===== src/rtl/uart_pkg.sv =====
// Shared UART receive-side types and constants.
package uart_pkg;

    localparam int unsigned UART_BYTE_W             = 8;
    localparam int unsigned UART_RX_TIMEOUT_DEFAULT = 640;

    typedef enum logic {
        IDLE  = 1'b0,
        LATCH = 1'b1
    } rx_collect_state_t;

endpackage


===== src/rtl/uart_rx_collector_if.sv =====
// Bus bundle between the UART receiver, the collector and the register front-end.
interface uart_rx_collector_if
    import uart_pkg::*;
#(
    parameter int unsigned DEPTH = 8
);
    localparam int unsigned CW = $clog2(DEPTH) + 1;

    logic                   rxEn;
    logic [UART_BYTE_W-1:0] rxData;
    logic                   rxDone;
    logic                   rxErr;
    logic                   pop;
    logic                   clear;
    logic                   errClear;
    logic [CW-1:0]          threshold;
    logic [UART_BYTE_W-1:0] rdata;
    logic                   rdValid;
    logic [CW-1:0]          count;
    logic                   frameErr;
    logic                   overrun;
    logic [7:0]             errCount;
    logic                   timeout;
    logic                   irq;

    modport master (
        output rxEn, rxData, rxDone, rxErr, pop, clear, errClear, threshold,
        input  rdata, rdValid, count, frameErr, overrun, errCount, timeout, irq
    );

    modport slave (
        input  rxEn, rxData, rxDone, rxErr, pop, clear, errClear, threshold,
        output rdata, rdValid, count, frameErr, overrun, errCount, timeout, irq
    );

endinterface


===== src/rtl/uart_rx_timeout.sv =====
// Receive-idle timer: counts oversample ticks while data waits unread, flags at the limit.
module uart_rx_timeout
    import uart_pkg::*;
#(
    parameter int unsigned TIMEOUT_TICKS = UART_RX_TIMEOUT_DEFAULT
) (
    input  logic clk,
    input  logic nReset,
    input  logic rx_en_i,
    input  logic active_i,
    input  logic push_i,
    input  logic pop_i,
    input  logic clear_i,
    output logic timeout_o
);
    localparam int unsigned   TW    = $clog2(TIMEOUT_TICKS + 1);
    localparam logic [TW-1:0] LIMIT = TW'(TIMEOUT_TICKS);

    logic [TW-1:0] cnt_q, cnt_d;
    logic          timeout_q, timeout_d;

    always_comb begin
        cnt_d     = cnt_q;
        timeout_d = timeout_q;
        if (clear_i || push_i || pop_i) begin
            cnt_d = '0;
        end else if (active_i && rx_en_i && (cnt_q != LIMIT)) begin
            cnt_d = cnt_q + TW'(1);
        end
        if (cnt_d == LIMIT) begin
            timeout_d = 1'b1;
        end
        if (clear_i || pop_i) begin
            timeout_d = 1'b0;
        end
    end

    always_ff @(posedge clk or negedge nReset) begin
        if (!nReset) begin
            cnt_q     <= '0;
            timeout_q <= 1'b0;
        end else begin
            cnt_q     <= cnt_d;
            timeout_q <= timeout_d;
        end
    end

    assign timeout_o = timeout_q;

endmodule


===== src/rtl/uart_rx_collector.sv =====
// Receive byte collector: capture FSM, power-of-2 FIFO, sticky errors, irq.
// Optional idle timeout enabled by defining UART_RX_TIMEOUT_EN.
module uart_rx_collector
    import uart_pkg::*;
#(
    parameter int unsigned DEPTH         = 8,
    parameter int unsigned TIMEOUT_TICKS = UART_RX_TIMEOUT_DEFAULT
) (
    input  logic                clk,
    input  logic                nReset,
    uart_rx_collector_if.slave  bus
);
    localparam int unsigned AW = $clog2(DEPTH);
    localparam int unsigned CW = AW + 1;

    if ((DEPTH < 2) || ((DEPTH & (DEPTH - 1)) != 0) || (TIMEOUT_TICKS == 0)) begin : g_bad_param
        $error("uart_rx_collector: DEPTH must be a power of 2 >= 2 and TIMEOUT_TICKS nonzero");
    end

    logic [UART_BYTE_W-1:0] mem_q [DEPTH];
    logic [AW-1:0]          wr_ptr_q, wr_ptr_d, rd_ptr_q, rd_ptr_d;
    logic [CW-1:0]          count_q, count_d;
    logic [UART_BYTE_W-1:0] rdata_q, rdata_d;
    logic                   rd_valid_q, rd_valid_d;
    logic                   frame_err_q, frame_err_d;
    logic                   overrun_q, overrun_d;
    logic [7:0]             err_count_q, err_count_d;
    logic                   rx_done_q;
    rx_collect_state_t      state_q, state_d;

    logic       latch_c, full_c, pop_fire_c, push_fire_c, drop_c, timeout_c;
    logic [8:0] err_sum_c;

    // Capture FSM: one LATCH cycle per rising edge of rxDone.
    always_comb begin
        state_d = state_q;
        latch_c = 1'b0;
        case (state_q)
            IDLE:    if (bus.rxDone && !rx_done_q) state_d = LATCH;
            LATCH: begin
                latch_c = 1'b1;
                state_d = IDLE;
            end
            default: state_d = IDLE;
        endcase
        if (bus.clear) begin
            state_d = IDLE;
            latch_c = 1'b0;
        end
    end

    assign full_c      = (count_q == CW'(DEPTH));
    assign pop_fire_c  = bus.pop && rd_valid_q;
    assign push_fire_c = latch_c && (!full_c || pop_fire_c);
    assign drop_c      = latch_c && full_c && !pop_fire_c;
    assign err_sum_c   = {1'b0, err_count_q} + 9'(bus.rxErr) + 9'(drop_c);

    // FIFO bookkeeping and error tracking; rdata follows the head with hold-on-empty.
    always_comb begin
        wr_ptr_d    = wr_ptr_q + AW'(push_fire_c);
        rd_ptr_d    = rd_ptr_q + AW'(pop_fire_c);
        count_d     = count_q + CW'(push_fire_c) - CW'(pop_fire_c);
        rdata_d     = rdata_q;
        if (pop_fire_c && (count_q > CW'(1))) begin
            rdata_d = mem_q[rd_ptr_d];
        end else if (push_fire_c && ((count_q == '0) || pop_fire_c)) begin
            rdata_d = bus.rxData;
        end
        rd_valid_d  = (count_d != '0);
        frame_err_d = frame_err_q | bus.rxErr;
        overrun_d   = overrun_q | drop_c;
        err_count_d = err_sum_c[8] ? 8'hFF : err_sum_c[7:0];
        if (bus.errClear) begin
            frame_err_d = 1'b0;
            overrun_d   = 1'b0;
            err_count_d = '0;
        end
        if (bus.clear) begin
            wr_ptr_d    = '0;
            rd_ptr_d    = '0;
            count_d     = '0;
            rdata_d     = '0;
            rd_valid_d  = 1'b0;
            frame_err_d = 1'b0;
            overrun_d   = 1'b0;
            err_count_d = '0;
        end
    end

    always_ff @(posedge clk or negedge nReset) begin
        if (!nReset) begin
            state_q     <= IDLE;
            rx_done_q   <= 1'b0;
            wr_ptr_q    <= '0;
            rd_ptr_q    <= '0;
            count_q     <= '0;
            rdata_q     <= '0;
            rd_valid_q  <= 1'b0;
            frame_err_q <= 1'b0;
            overrun_q   <= 1'b0;
            err_count_q <= '0;
        end else begin
            state_q     <= state_d;
            rx_done_q   <= bus.rxDone;
            wr_ptr_q    <= wr_ptr_d;
            rd_ptr_q    <= rd_ptr_d;
            count_q     <= count_d;
            rdata_q     <= rdata_d;
            rd_valid_q  <= rd_valid_d;
            frame_err_q <= frame_err_d;
            overrun_q   <= overrun_d;
            err_count_q <= err_count_d;
        end
    end

    always_ff @(posedge clk) begin
        if (push_fire_c) mem_q[wr_ptr_q] <= bus.rxData;
    end

`ifdef UART_RX_TIMEOUT_EN
    uart_rx_timeout #(
        .TIMEOUT_TICKS (TIMEOUT_TICKS)
    ) u_timeout (
        .clk       (clk),
        .nReset    (nReset),
        .rx_en_i   (bus.rxEn),
        .active_i  (rd_valid_q),
        .push_i    (push_fire_c),
        .pop_i     (pop_fire_c),
        .clear_i   (bus.clear),
        .timeout_o (timeout_c)
    );
`else
    logic unused_rx_en_c;
    assign unused_rx_en_c = bus.rxEn;
    assign timeout_c      = 1'b0;
`endif

    assign bus.rdata    = rdata_q;
    assign bus.rdValid  = rd_valid_q;
    assign bus.count    = count_q;
    assign bus.frameErr = frame_err_q;
    assign bus.overrun  = overrun_q;
    assign bus.errCount = err_count_q;
    assign bus.timeout  = timeout_c;
    assign bus.irq      = ((bus.threshold != '0) && (count_q >= bus.threshold))
                        | frame_err_q | overrun_q | timeout_c;

endmodule


===== src/flat_wrapper.sv =====
// flat-port wrapper written by rule: the top's interface ports become plain ports
module uart_rx_collector_flat import uart_pkg::*;
#(
    parameter int unsigned DEPTH         = 8,
    parameter int unsigned TIMEOUT_TICKS = UART_RX_TIMEOUT_DEFAULT
)
  (clk, nReset, bus_rxEn, bus_rxData, bus_rxDone, bus_rxErr, bus_pop, bus_clear, bus_errClear, bus_threshold, bus_rdata, bus_rdValid, bus_count, bus_frameErr, bus_overrun, bus_errCount, bus_timeout, bus_irq);
  uart_rx_collector_if #(.DEPTH(DEPTH)) bus_i ();
  input  logic clk;
  input  logic nReset;
  input wire logic [$bits(bus_i.rxEn)-1:0] bus_rxEn;
  input wire logic [$bits(bus_i.rxData)-1:0] bus_rxData;
  input wire logic [$bits(bus_i.rxDone)-1:0] bus_rxDone;
  input wire logic [$bits(bus_i.rxErr)-1:0] bus_rxErr;
  input wire logic [$bits(bus_i.pop)-1:0] bus_pop;
  input wire logic [$bits(bus_i.clear)-1:0] bus_clear;
  input wire logic [$bits(bus_i.errClear)-1:0] bus_errClear;
  input wire logic [$bits(bus_i.threshold)-1:0] bus_threshold;
  output wire logic [$bits(bus_i.rdata)-1:0] bus_rdata;
  output wire logic [$bits(bus_i.rdValid)-1:0] bus_rdValid;
  output wire logic [$bits(bus_i.count)-1:0] bus_count;
  output wire logic [$bits(bus_i.frameErr)-1:0] bus_frameErr;
  output wire logic [$bits(bus_i.overrun)-1:0] bus_overrun;
  output wire logic [$bits(bus_i.errCount)-1:0] bus_errCount;
  output wire logic [$bits(bus_i.timeout)-1:0] bus_timeout;
  output wire logic [$bits(bus_i.irq)-1:0] bus_irq;
  assign bus_i.rxEn = bus_rxEn;
  assign bus_i.rxData = bus_rxData;
  assign bus_i.rxDone = bus_rxDone;
  assign bus_i.rxErr = bus_rxErr;
  assign bus_i.pop = bus_pop;
  assign bus_i.clear = bus_clear;
  assign bus_i.errClear = bus_errClear;
  assign bus_i.threshold = bus_threshold;
  assign bus_rdata = bus_i.rdata;
  assign bus_rdValid = bus_i.rdValid;
  assign bus_count = bus_i.count;
  assign bus_frameErr = bus_i.frameErr;
  assign bus_overrun = bus_i.overrun;
  assign bus_errCount = bus_i.errCount;
  assign bus_timeout = bus_i.timeout;
  assign bus_irq = bus_i.irq;
  uart_rx_collector #(.DEPTH(DEPTH), .TIMEOUT_TICKS(TIMEOUT_TICKS)) u_core (.clk(clk), .nReset(nReset), .bus(bus_i));
endmodule

===== config.mk =====
export PLATFORM = sky130hd
export DESIGN_NAME = uart_rx_collector_flat
export DESIGN_NICKNAME = d
export VERILOG_FILES = /design/src/rtl/uart_pkg.sv /design/src/rtl/uart_rx_collector_if.sv /design/src/rtl/uart_rx_timeout.sv /design/src/rtl/uart_rx_collector.sv /design/src/flat_wrapper.sv
export SDC_FILE = /design/constraint.sdc
export NUM_CORES = 1
export LEC_CHECK = 0
export BUFFER_PORTS_ARGS = -buffer_cell sky130_fd_sc_hd__buf_2
export CAP_MARGIN = 10
export CORE_ASPECT_RATIO = 1.75
export CORE_MARGIN = 1
export CORE_UTILIZATION = 58
export DETAILED_ROUTE_END_ITERATION = 8
export PLACE_DENSITY = 0.91
export SLEW_MARGIN = 20
export SYNTH_ARGS = -nofsm -noshare
export SYNTH_HDL_FRONTEND = slang
export SYNTH_SLANG_ARGS = --single-unit

===== constraint.sdc =====
create_clock -name clk -period 2.85 [get_ports clk]
set_input_delay 0.7125 -clock clk [delete_from_list [all_inputs] [get_ports clk]]
set_output_delay 0.7125 -clock clk [all_outputs]
set_load 0.02 [all_outputs]

# After elaboration in Yosys (flattened, before gate mapping)
# Memories as Yosys holds them, arrays and structs flattened.
# Index checks and enable logic that the tools add are counted.
[totals]
reg_bits = 31
ramBits = 64
memories = 1
[op_classes]
addsub = 6
magnitude_cmp = 2
n_eq_ne = 1
n_mux = 21
n_bitwise = 5
n_reduce_logical = 17
[mem_list]
columns = ["name", "depth", "width", "rd", "rd_clocked_by_memory_dff", "write_ports", "line_no", "source"]
rows = [
  ["u_core.mem_q", 8, 8, 1, 0, 1, "uart_rx_collector.sv:20", "logic [UART_BYTE_W-1:0] mem_q [DEPTH];"],
]
[op_table]
columns = ["operator", "count"]
rows = [
  ["$mux W8", 6],
  ["$mux W1", 11],
  ["$add A8 B1 Y9", 1],
  ["$add A9 B1 Y9", 1],
  ["$logic_and A1 B1 Y1", 8],
  ["$reduce_bool A4 Y1", 2],
  ["$add A3 B1 Y3", 2],
  ["$mux W3", 2],
  ["$add A4 B1 Y4", 1],
  ["$eq A4 B4 Y1 const B", 1],
  ["$ge A4 B4 Y1", 1],
  ["$gt A4 B1 Y1 const B", 1],
  ["$logic_not A4 Y1", 1],
  ["$mux W4", 1],
  ["$or A1 B1 Y1", 4],
  ["$sub A4 B1 Y4", 1],
  ["$logic_not A1 Y1", 3],
  ["$reduce_bool A3 Y1", 1],
  ["$logic_or A1 B1 Y1", 2],
  ["$pmux W1 S2", 1],
  ["$not A1 Y1", 1],
]

# Logic depth before layout (Yosys ltp)
[depth]
ltp_word = 8
ltp_mapped = 10
depth_no_buf = 9

# Least setup slack after synthesis
# No wires, ideal clock.
[synth_timing]
path_kind = "input-to-reg"
from = "input port bus_pop"
to = "register u_core.rdata_q[6], in the netlist u_core.bus.rdata[6]"
setup_time_ns = 0.126
arrival_time_ns = 2.357
t_required_ns = 2.724
setup_slack_ns = 0.367
cell_stages = 10
path_cell_list = "nand2_1 > inv_1 > ha_1 > ha_1 > buf_2 > buf_2 > mux4_2 > nand2_1 > a21oi_1 > a221o_1"
[synth_via]
elab_chain_cells = 5
word_cells_on_any_way = 11
classes_between = "1 x add/sub; 2 x mux; 7 x reduce/logical; 1 x memory"
[synth_rtl]
columns = ["element", "line_no", "source"]
rows = [
  ["start, declared", "flat_wrapper.sv:15", "input wire logic [$bits(bus_i.pop)-1:0] bus_pop;"],
  ["$logic_and A1 B1 Y1 *", "uart_rx_collector.sv:53", "assign pop_fire_c = bus.pop && rd_valid_q;"],
  ["$add A3 B1 Y3 or $logic_or A1 B1 Y1 (tied branches)", "uart_rx_collector.sv:61, uart_rx_collector.sv:54", ""],
  ["$mem_v2 Z8 W8 or $logic_and A1 B1 Y1 (tied branches)", "n/a", ""],
  ["$mux W8 or $logic_and A1 B1 Y1 (tied branches)", "uart_rx_collector.sv:64, uart_rx_collector.sv:66", ""],
  ["$mux W8 or $reduce_bool A3 Y1 (tied branches)", "n/a", ""],
  ["end signal, assigned", "uart_rx_collector.sv:108", "rdata_q <= rdata_d;"],
  ["end, declared", "uart_rx_collector.sv:23", "logic [UART_BYTE_W-1:0] rdata_q, rdata_d;"],
]
# Every way passes the cells marked *; elsewhere a longest branch is shown, timed or not.
# A chain may end at the register's enable or synchronous reset.

# Worst setup path in the final report
[layout_timing]
from = "input port bus_threshold[2]"
to = "output port bus_irq"
[layout_via]
elab_chain_cells = 4
word_cells_on_any_way = 5
classes_between = "1 x order compare; 2 x bitwise; 2 x reduce/logical"
[layout_rtl]
columns = ["element", "line_no", "source"]
rows = [
  ["start, declared", "flat_wrapper.sv:18", "input wire logic [$bits(bus_i.threshold)-1:0] bus_threshold;"],
  ["$ge A4 B4 Y1 or $reduce_bool A4 Y1 (tied branches)", "uart_rx_collector.sv:146", "assign bus.irq = ((bus.threshold != '0) && (count_q >= bus.threshold))"],
  ["$logic_and A1 B1 Y1 *", "uart_rx_collector.sv:146", ""],
  ["$or A1 B1 Y1 * (2 in series)", "uart_rx_collector.sv:147", "| frame_err_q | overrun_q | timeout_c;"],
  ["end, declared", "flat_wrapper.sv:26", "output wire logic [$bits(bus_i.irq)-1:0] bus_irq;"],
]
# Marked as above.

==> summary.txt <==
Outcome
  • Outcome: complete, no violations

CTS
  • Clock Pin Slew Worst Setup and Hold Paths: 0.06 ns
  • TritonCTS Buffers: 9
  • Resized cells post-CTS: 0
  • Clock tree from TritonCTS: built
  • CTS Buffer Depth: 2
  • Clock Tree Root: sky130_fd_sc_hd__clkbuf_16
  • Total setup buffers inserted after CTS: 0
  • H-Tree Depth: 3
  • Number of buffers inserted by hold repair at cts: 0
  • Sink Count: 95
  • Latest clock arrival within the worst-skew pair: 0.34 ns

Logic synthesis
  • Mapped Avg Cell Area: 15.7 um2
  • Number of storage elements in the synthesis netlist: 95
  • Share of flip-flops with an asynchronous set or reset: about 33%
  • Cells after Synth: 259
  • Sequential area share after synthesis: 66.3%
  • Count of warnings emitted by yosys: 0
  • Flip-flop cell with the highest count after synthesis: sky130_fd_sc_hd__edfxtp_1
  • Number of flops mapped to enable cells by yosys: 64
  • Syn Std Cell Area: just over 4000 um2
  • Syn_nets: 295
  • Number of unique standard cell types used by synthesis: 40

Place
  • Placed Cells: 388
  • Final HPWL DP: 5.27 mm
  • Routability congestion estimate from global placement: 0.735
  • Total cell area at the placement stage: 4430 um2
  • Count of input and output buffers: 42

Cells and area
  • Cell area after layout: approximately 4700 um2
  • Count of nets after finishing: around 350
  • Area growth syn-to-layout: 15.5%
  • ANT cells: 0
  • Share of final-layout standard cells stronger than drive strength 1: between 20% and 30%
  • Final standard cell count with taps included and fillers excluded: 404

Pwr
  • Leakage power total: 1.94 nW
  • Largest voltage drop on the vdd net: about 0.60 mV
  • Cell Pwr Density: 773 nW/um2

STA
  • Maximum clock frequency: 0.388 GHz
  • Transition time at the pin with the least slew margin: 0.829 ns
  • Period minus WS final: 2.58 ns
  • Final cycle utilization of the critical path: between 90% and 100%
  • Clock tree skew after final layout: 0.00710 ns
  • Count of endpoints failing hold in the final timing report: 0
  • Setup repair after global routing missed its margin: no
  • Final number of setup-violating endpoints: 0
  • Setup TNS after final layout: 0 ns
  • Worst slew margin: 44.4%
  • Max-slew violations: 0

Global routing
  • Vias in the first global route: 2450
  • Total overflow reported by the global router: 0
  • Pin count of the biggest net entering global routing: 32
  • All-Layer GR Usage: 22.7%
  • First-pass GRT wire length: roughly 12 mm
  • Antenna violations before repair: 0

Die
  • Effective utilization at floorplan: 59.8%
  • Cell row count: 40
  • I/O pin count: 45
  • Die area: 7370 um2
  • Width of the die: between 60 and 70 um
  • Total core area: 6810 um2
  • Overall die height: between 100 and 150 um

Worst hold path
  • Path type of the worst min-delay path: primary input to asynchronous set/reset pin

Detailed routing
  • DRC errors left: 0
  • First-pass DRT Iterations: 4
  • Total detailed-routing wirelength: between 7 and 8 mm
  • Number of vias in the routed layout: between 2k and 2.5k
  • Antenna viol nets, final: 0
  • Post-DR vias/cell: 5.80
  • 1st-iter DRT viols: 189
  • WL/cell: 18.5 um

Critical path
  • Req. time, crit path: roughly 2.1 ns
  • Kind of start point of the critical path: primary input
  • Worst endpoint data arrival time: 1.86 ns
  • Critical path capture point type: output pin
  • CP Class: primary input to output pin
  • Maximum fanout encountered on the critical timing path: 2

Run
  • Max-cap violation count: 0
==> worst max-delay path: stages <==
cell and delay [ns]:
sky130_fd_sc_hd__buf_2 0.10, sky130_fd_sc_hd__or4_1 0.55, sky130_fd_sc_hd__a211oi_1 0.24, sky130_fd_sc_hd__o21ai_1 0.09, sky130_fd_sc_hd__buf_2 0.16
==> cells by family after synthesis <==
| kind of cell | count (synthesis) | share of synthesized area, % |
|---|---|---|
| compound gates | 37 | 6.36 |
| xor+xnor | 8 | 2.09 |
| fa+ha+maj | 16 | 5.29 |
| buf+inv | 22 | 2.77 |
| flops | 95 | 66.3 |
| mux | 16 | 9.50 |
| other cells | 1 | 0.0921 |
| simple gates | 64 | 7.62 |
==> per-layer routing <==
layer | global-route usage, % | routed length (um)
met5 | 0 | 0
met4 | 12.5 | 161
met3 | 5.54 | 298
met2 | 40.1 | 4210
met1 | 24.2 | 2800
==> final timing paths <==
kind / from / to / slack (ns) / depth (start not counted)
max in group asynchronous: nReset / u_core.bus.rdata[5] / 2.01 / 1
max: bus_threshold[2] / bus_irq / 0.27 / 5
min reg2reg: u_core.rx_done_q / u_core.state_q / 0.45 / 1
max reg2reg: u_core.bus.count[2] / u_core.bus.errCount[0] / 0.47 / 9
min in group clk: u_core.rx_done_q / u_core.state_q / 0.45 / 1
min: nReset / u_core.bus.rdata[6] / 0.41 / 1
==> layout make-up <==
| cell class | count | area, um2 |
|---|---|---|
| flip-flops and latches | 95 | 2700 |
| clock inverters | 4 | 31.3 |
| multi-input cells | 142 | 1260 |
| repair buffers | 53 | 318 |
| clock buffers | 12 | 236 |
| well taps | 84 | 105 |
| inverters | 14 | 52.6 |
| fillers | 450 | 2110 |
==> layout by cell type, fill, tap and decap left out, types with 2 or more instances in the layout <==
| cell | netlist | layout |
|---|---|---|
| sky130_fd_sc_hd__a21oi_1 | 18 | 18 |
| sky130_fd_sc_hd__nand2_1 | 21 | 21 |
| sky130_fd_sc_hd__buf_2 | 2 | 42 |
| sky130_fd_sc_hd__buf_4 | 1 | 9 |
| sky130_fd_sc_hd__a221o_1 | 8 | 8 |
| sky130_fd_sc_hd__clkbuf_16 | 0 | 9 |
| sky130_fd_sc_hd__buf_12 | 1 | 2 |
| sky130_fd_sc_hd__mux4_1 | 7 | 7 |
| sky130_fd_sc_hd__a21o_1 | 3 | 3 |
| sky130_fd_sc_hd__dfrtp_1 | 31 | 31 |
| sky130_fd_sc_hd__nand2b_1 | 4 | 4 |
| sky130_fd_sc_hd__inv_1 | 14 | 14 |
| sky130_fd_sc_hd__clkbuf_1 | 3 | 3 |
| sky130_fd_sc_hd__nor3_1 | 3 | 3 |
| sky130_fd_sc_hd__xnor2_1 | 5 | 5 |
| sky130_fd_sc_hd__clkinv_4 | 0 | 2 |
| sky130_fd_sc_hd__nor2_1 | 17 | 17 |
| sky130_fd_sc_hd__fa_1 | 2 | 2 |
| sky130_fd_sc_hd__nand3_1 | 5 | 5 |
| sky130_fd_sc_hd__nor2b_1 | 4 | 4 |
| sky130_fd_sc_hd__edfxtp_1 | 64 | 64 |
| sky130_fd_sc_hd__nor3b_1 | 4 | 4 |
| sky130_fd_sc_hd__a211oi_1 | 2 | 2 |
| sky130_fd_sc_hd__mux4_2 | 9 | 9 |
| sky130_fd_sc_hd__ha_1 | 14 | 14 |
==> per-stage QoR <==
step           setup WS [ns]  utilization (%)  hold slack [ns]  total power, mW
2_1_floorplan          0.367                -            0.384             2.33
3_3_place_gp           0.223             65.1            0.395             2.52
3_5_place_dp           0.112             65.1            0.449             2.57
4_1_cts                0.269             69.1            0.419             3.66
5_1_grt                0.213             69.1            0.444             3.81
6_report               0.274             69.1            0.406             3.63
==> Yosys cell counts (2+ instances only) <==
library cell	number	area, um2
sky130_fd_sc_hd__edfxtp_1	64	1920
sky130_fd_sc_hd__dfrtp_1	31	776
sky130_fd_sc_hd__nand2_1	21	78.8
sky130_fd_sc_hd__a21oi_1	18	90.1
sky130_fd_sc_hd__nor2_1	17	63.8
sky130_fd_sc_hd__ha_1	14	175
sky130_fd_sc_hd__inv_1	14	52.6
sky130_fd_sc_hd__mux4_2	9	203
sky130_fd_sc_hd__a221o_1	8	80.1
sky130_fd_sc_hd__mux4_1	7	184
sky130_fd_sc_hd__nand3_1	5	25.0
sky130_fd_sc_hd__xnor2_1	5	43.8
sky130_fd_sc_hd__nand2b_1	4	25.0
sky130_fd_sc_hd__nor2b_1	4	25.0
sky130_fd_sc_hd__nor3b_1	4	30.0
sky130_fd_sc_hd__a21o_1	3	22.5
sky130_fd_sc_hd__clkbuf_1	3	11.3
sky130_fd_sc_hd__nor3_1	3	15.0
sky130_fd_sc_hd__a211oi_1	2	15.0
sky130_fd_sc_hd__buf_2	2	10.0
sky130_fd_sc_hd__fa_1	2	40.0
==> state kept, by name (all words and copies together) (netlist names) <==
name and count:
u_core.bus.rdata 8, u_core.wr_ptr_q 3, u_core.bus.frameErr 1, u_core.bus.count 4, u_core.mem_q 64, u_core.rx_done_q 1
u_core.bus.overrun 1, u_core.bus.errCount 8, u_core.rd_ptr_q 3, u_core.state_q 1, u_core.bus.rdValid 1
==> where the power goes <==
part           leakage (nW)  switching (mW)  total, mW  internal, mW
Sequential            0.997          0.0523       1.60          1.55
Combinational         0.811           0.522      0.954         0.432
Clock                 0.131           0.486       1.08         0.596
No activity file was read; power rests on OpenSTA's default activity.
